===== config.mk =====
export PLATFORM = sky130hd
export DESIGN_NAME = dice_roller
export DESIGN_NICKNAME = d
export VERILOG_FILES = /design/src/rtl/dice_pkg.sv /design/src/rtl/dice_lfsr16.sv /design/src/rtl/dice_roller.sv
export SDC_FILE = /design/constraint.sdc
export NUM_CORES = 1
export LEC_CHECK = 0
export BUFFER_PORTS_ARGS = -buffer_cell sky130_fd_sc_hd__buf_2
export CAP_MARGIN = 20
export CORE_UTILIZATION = 45
export DETAILED_ROUTE_END_ITERATION = 6
export PLACE_DENSITY = 0.69
export REMOVE_ABC_BUFFERS = 1
export SLEW_MARGIN = 40
export SYNTH_ARGS = -nofsm -noshare
export SYNTH_HDL_FRONTEND = slang
export SYNTH_SLANG_ARGS = --single-unit

===== constraint.sdc =====
create_clock -name clk -period 2.44 [get_ports clk]
set_clock_uncertainty 0.1 [all_clocks]
set_input_delay 0 -clock clk [delete_from_list [all_inputs] [get_ports clk]]
set_output_delay 0 -clock clk [all_outputs]
set_load 0.01 [all_outputs]

===== src/rtl/dice_pkg.sv =====
// Shared definitions for the dice-game sum interface: FSM encoding, widths,
// LFSR feedback mask and the per-cycle die tumble step.
package dice_pkg;

  localparam logic [1:0] IDLE = 2'd0;
  localparam logic [1:0] ROLL = 2'd1;
  localparam logic [1:0] DONE = 2'd2;

  localparam int DIE_W   = 3;
  localparam int SUM_W   = 4;
  localparam int DIE_MAX = 6;

  localparam logic [15:0] LFSR_MASK = 16'hB400;

  // Advance a face by 1..4 with wrap; a 4-bit intermediate keeps 6+4 from overflowing.
  function automatic logic [DIE_W-1:0] die_step(input logic [DIE_W-1:0] die,
                                                input logic [1:0]       rnd);
    logic [3:0] t;
    t = {1'b0, die} + {2'b00, rnd} + 4'd1;
    if (t > 4'(DIE_MAX)) t = t - 4'(DIE_MAX);
    return DIE_W'(t);
  endfunction

endpackage


===== src/rtl/dice_lfsr16.sv =====
// Free-running 16-bit Galois LFSR; an all-zero seed is replaced so the
// register can never lock up.
module dice_lfsr16
  import dice_pkg::*;
#(
  parameter logic [15:0] SEED = 16'hACE1
) (
  input  logic        clk,
  input  logic        reset,
  output logic [15:0] state
);

  localparam logic [15:0] INIT = (SEED == 16'h0000) ? 16'h0001 : SEED;

  always_ff @(posedge clk or posedge reset) begin
    if (reset) state <= INIT;
    else if (state[0]) state <= (state >> 1) ^ LFSR_MASK;
    else state <= state >> 1;
  end

endmodule


===== src/rtl/dice_roller.sv =====
// Two-dice roller: synchronized button edge starts a tumble of ROLL_CYCLES
// cycles, then presents the sum with a one-cycle valid strobe.
// Optional input debounce is enabled with the DICE_DEBOUNCE_EN macro.
module dice_roller
  import dice_pkg::*;
#(
  parameter int          ROLL_CYCLES     = 16,
  parameter logic [15:0] LFSR_SEED       = 16'hACE1,
  parameter int          DEBOUNCE_CYCLES = 1000
) (
  input  logic             clk,
  input  logic             reset,
  input  logic             btn,
  input  logic             roll_en,
  output logic [DIE_W-1:0] die_a,
  output logic [DIE_W-1:0] die_b,
  output logic [SUM_W-1:0] sum,
  output logic             sum_valid,
  output logic             busy
);

  localparam int CNT_W = $clog2(ROLL_CYCLES + 1);

  logic [15:0]      lfsr;
  logic [1:0]       sync;
  logic             level;
  logic             level_d;
  logic             btn_rise;
  logic [1:0]       state;
  logic [CNT_W-1:0] cnt;
  logic [DIE_W-1:0] next_a;
  logic [DIE_W-1:0] next_b;
  logic             unused_lfsr;

  dice_lfsr16 #(.SEED(LFSR_SEED)) u_lfsr (
    .clk   (clk),
    .reset (reset),
    .state (lfsr)
  );

  assign unused_lfsr = ^lfsr[15:4];

  always_ff @(posedge clk or posedge reset) begin
    if (reset) sync <= 2'b00;
    else sync <= {sync[0], btn};
  end

`ifdef DICE_DEBOUNCE_EN
  localparam int DB_W = $clog2(DEBOUNCE_CYCLES + 1);

  logic [DB_W-1:0] db_cnt;

  // The debounced level only follows after an uninterrupted run of the new level.
  always_ff @(posedge clk or posedge reset) begin
    if (reset) begin
      level  <= 1'b0;
      db_cnt <= '0;
    end else if (sync[1] == level) begin
      db_cnt <= '0;
    end else if (db_cnt == DB_W'(DEBOUNCE_CYCLES - 1)) begin
      level  <= sync[1];
      db_cnt <= '0;
    end else begin
      db_cnt <= db_cnt + 1'b1;
    end
  end
`else
  localparam int unused_debounce = DEBOUNCE_CYCLES;

  assign level = sync[1];
`endif

  always_ff @(posedge clk or posedge reset) begin
    if (reset) begin
      level_d  <= 1'b0;
      btn_rise <= 1'b0;
    end else begin
      level_d  <= level;
      btn_rise <= level & ~level_d;
    end
  end

  assign next_a = die_step(die_a, lfsr[1:0]);
  assign next_b = die_step(die_b, lfsr[3:2]);

  // The sum is captured alongside the final tumble so it is already stable in DONE.
  always_ff @(posedge clk or posedge reset) begin
    if (reset) begin
      state <= IDLE;
      cnt   <= '0;
      die_a <= DIE_W'(1);
      die_b <= DIE_W'(1);
      sum   <= '0;
    end else begin
      case (state)
        IDLE: begin
          if (btn_rise && roll_en) begin
            state <= ROLL;
            cnt   <= CNT_W'(ROLL_CYCLES - 1);
          end
        end
        ROLL: begin
          die_a <= next_a;
          die_b <= next_b;
          if (cnt == '0) begin
            state <= DONE;
            sum   <= SUM_W'(next_a) + SUM_W'(next_b);
          end else begin
            cnt <= cnt - 1'b1;
          end
        end
        DONE:    state <= IDLE;
        default: state <= IDLE;
      endcase
    end
  end

  assign sum_valid = (state == DONE);
  assign busy      = (state != IDLE);

endmodule


==> metrics.md <==
| Metric | Value |
|---|---|
| RSZ-0062 raised after global routing | true |
| TritonCTS buffer count | 5 |
| Post-Syn Instances | 146 |
| RD Place Congestion | between 0.7 and 0.8 |
| WP data required | roughly 2.6 ns |
| CTS root buf | clkbuf_4 |
| Async set-reset flop share out of synthesis | 1.00 |
| Slowest cell on the critical path | dfstp_2 |
| Drt drc | 0 |
| Register area share after synthesis | 0.571 |
| Slew @ Worst Pin | 0.429 ns |
| FF-to-FF path depth | 9 |
| F_max | between 300 and 400 MHz |
| Core area | 3420 um2 |
| Die height | 62.4 um |
| Buffers and inverters on the worst path | 1 |
| Row count | 21 |
| Die width | 62.4 um |
| Fin crit period | around 2.5 ns |
| FF/Latch Area | ~940 um2 |
| Post-synthesis cell area | 1640 um2 |
| Post-synth top flop | dfrtp_1 |
| CP max stage delay | about 0.56 ns |
| Routed wire length | roughly 3.0 mm |
| Largest net degree at the start of global routing | 23 |
| Vias in the first global route | about 1200 |
| GR Util All Layers | 0.180 |
| Top-area cell type share of the netlist area | 0.411 |
| Pre-CTS setup slack | -0.217 ns |
| Max-slew violations | 0 |
| Critical Path Source Type | flip-flop |
| CP endpoint kind | flip-flop |
| Final setup fails | 3 |
| PortBufs | 15 |
| Crit Path Max Fanout | 6 |
| Synth warnings | 0 |
| Final period utilization | 1.03 |
| Worst EP arrival | between 2 and 3 ns |
| Fill cells | just under 300 |
| Synthesized area per cell | 11.3 um2 |
| #FFs+latches synth | 37 |
| Share of cells above drive strength 1 | 0.349 |
| Crit path cell chain | inv_2 > ha_4 > fa_2 > o21bai_1 > o21a_1 > o21ai_1 > ha_1 > xor2_1 > o21ai_1 |
| TritonCTS clock tree | done |
| First-pass GRT wire length | around 5.2 mm |
| Setup WS post-layout | -0.0756 ns |
| N_diodes | 0 |
| Relative slew slack | 0.714 |
| GRT overflow | 0 |
| Worst ir drop on vdd | roughly 670 uV |
| Number of synthesized flops with an enable pin | 0 |
| Area of the multi-input gates | 689 um2 |
| Pre-Repair DR Iteration Count | 4 |
| Starting DRC count in detailed routing | 102 |
| Die area | just under 4000 um2 |
| Vias/cell | about 5 |
| Reg clk slew, reported paths | 0.11 ns |
| Failing checks | negative setup slack |
| ANT nets after route | 0 |
| Vias | 1181 |
| Initial core utilization | 0.481 |
| Max-capacitance violation count | 0 |
| CTS sink cnt | 37 |
| Skew-Pair Late Insertion Delay | 0.34 ns |
| Most frequent cells in the layout | dfrtp_1 (27), buf_4 (16), buf_2 (15), inv_1 (14), nand2_1 (13) |
| Final hold vios | 0 |
| PwrDens | 1390 nW/um2 |
| IO Pins | 16 |
| Fin nets | 201 |
| Largest area contributor in the netlist | dfrtp_1 |
| Critical path depth | 9 |
| P&R area growth vs syn | 25.7% |
| Final design utilization | 0.605 |
| CP Class | flip-flop to flip-flop |
| Leakage power | 1.03 nW |
| Clock tree buffer depth | 2 |
| Cell seen most often among critical-path stages | o21ai_1 |
| Hold crit path type | primary input to async pin |
| Initial antenna violation count | 0 |
| Wirelength per Cell | roughly 13 um |
| Hpwl dp | 2.09 mm |
| H-tree Lvls | 2 |
| Outcome | finished, violations left |
| Commonest non-fill, non-tap cell in the layout | dfrtp_1 |
| Crit path max-delay family | adder cells |
| Synth area leaders | dfrtp_1 (41%), dfstp_2 (16%), ha_1 (6.8%) |
| Number of distinct library cells after synthesis | 32 |
==> synth_stat cells (all sizes together) (2+ instances only) <==
| master | count |
|---|---|
| dfrtp | 27 |
| inv | 18 |
| nand2 | 13 |
| dfstp | 10 |
| ha | 9 |
| o21ai | 9 |
| nor2 | 8 |
| a21oi | 7 |
| nor3 | 6 |
| nor2b | 5 |
| xor2 | 4 |
| fa | 3 |
| mux2i | 3 |
| a31oi | 2 |
| clkbuf | 2 |
| nand2b | 2 |
| or3 | 2 |
| xnor2 | 2 |
==> worst min-delay path, cell delays in order <==
cell and delay, ns:
dlygate4sd3_1 0.53, buf_2 0.12, inv_2 0.32
==> cells by family after synthesis <==
logic type	count (synthesis)	share of synthesized area
mux	4	0.0251
fa+ha+maj	12	0.105
flops	37	0.571
buf+inv	20	0.0457
simple gates	40	0.120
xor+xnor	6	0.0320
compound gates	27	0.101
==> layer usage <==
| layer | wire [um] | global-route usage |
|---|---|---|
| met1 | 1320 | 0.213 |
| met2 | 1500 | 0.285 |
| met3 | 154 | 0.0748 |
| met4 | 52 | 0.0785 |
| met5 | 0 | 0 |
==> cell type report <==
type / count / share of cell area
Clock inverter: 2 / 0.0182
Clock buffer: 6 / 0.0248
Multi-Input combinational cell: 89 / 0.334
Tap cell: 46 / 0.0278
Inverter: 18 / 0.0327
Sequential cell: 37 / 0.454
Timing Repair Buffer: 34 / 0.109
==> registers in the layout, indices dropped and copies added (netlist names) <==
signal	flops
btn_rise	1
die_b	3
sync	2
cnt	5
level_d	1
sum	4
die_a	3
state	2
u_lfsr.state	16
==> worst paths after layout <==
check / from / end / slack [ns]
worst max-delay path: die_a[0] / sum[2] / -0.08
worst min-delay path: reset / sync[0] / 0.08
worst max register to register: die_a[0] / sum[2] / -0.08
worst min register to register: u_lfsr.state[4] / u_lfsr.state[3] / 0.26
max in group asynchronous: reset / sum[2] / 1.59
min in group clk: btn / sync[0] / 0.18
==> timing repair <==
action	CTS	global route
endpoints found under the hold margin	13	0
hold buffers	3	0
gates resized for setup	17	4
pin swaps	14	4
setup buffers	3	2
endpoints found under the setup margin	3	3
==> power breakdown <==
group	total (W)	internal [W]	switching, W	leakage, nW
clock network	0.000446	0.000243	0.000203	0.0445
registers	0.000868	0.000748	0.000121	0.447
logic	0.00155	0.000776	0.000776	0.540
==> through the flow <==
| step | cell area, um2 | power [W] | TNS [ns] | hold WS (ns) | instances |
|---|---|---|---|---|---|
| 2_1_floorplan | 1640 | 0.00170 | -0.378 | -0.0686 | 144 |
| 3_3_place_gp | 1850 | 0.00208 | -0.409 | 0.00810 | 216 |
| 3_5_place_dp | 1850 | 0.00215 | -0.564 | 0.0154 | 216 |
| 4_1_cts | 2040 | 0.00277 | -0.147 | 0.179 | 230 |
| 5_1_grt | 2070 | 0.00311 | -0.476 | 0.101 | 232 |
| 6_report | 2070 | 0.00287 | -0.150 | 0.0850 | 232 |
Note: power is estimated with default switching activity, not from simulation.
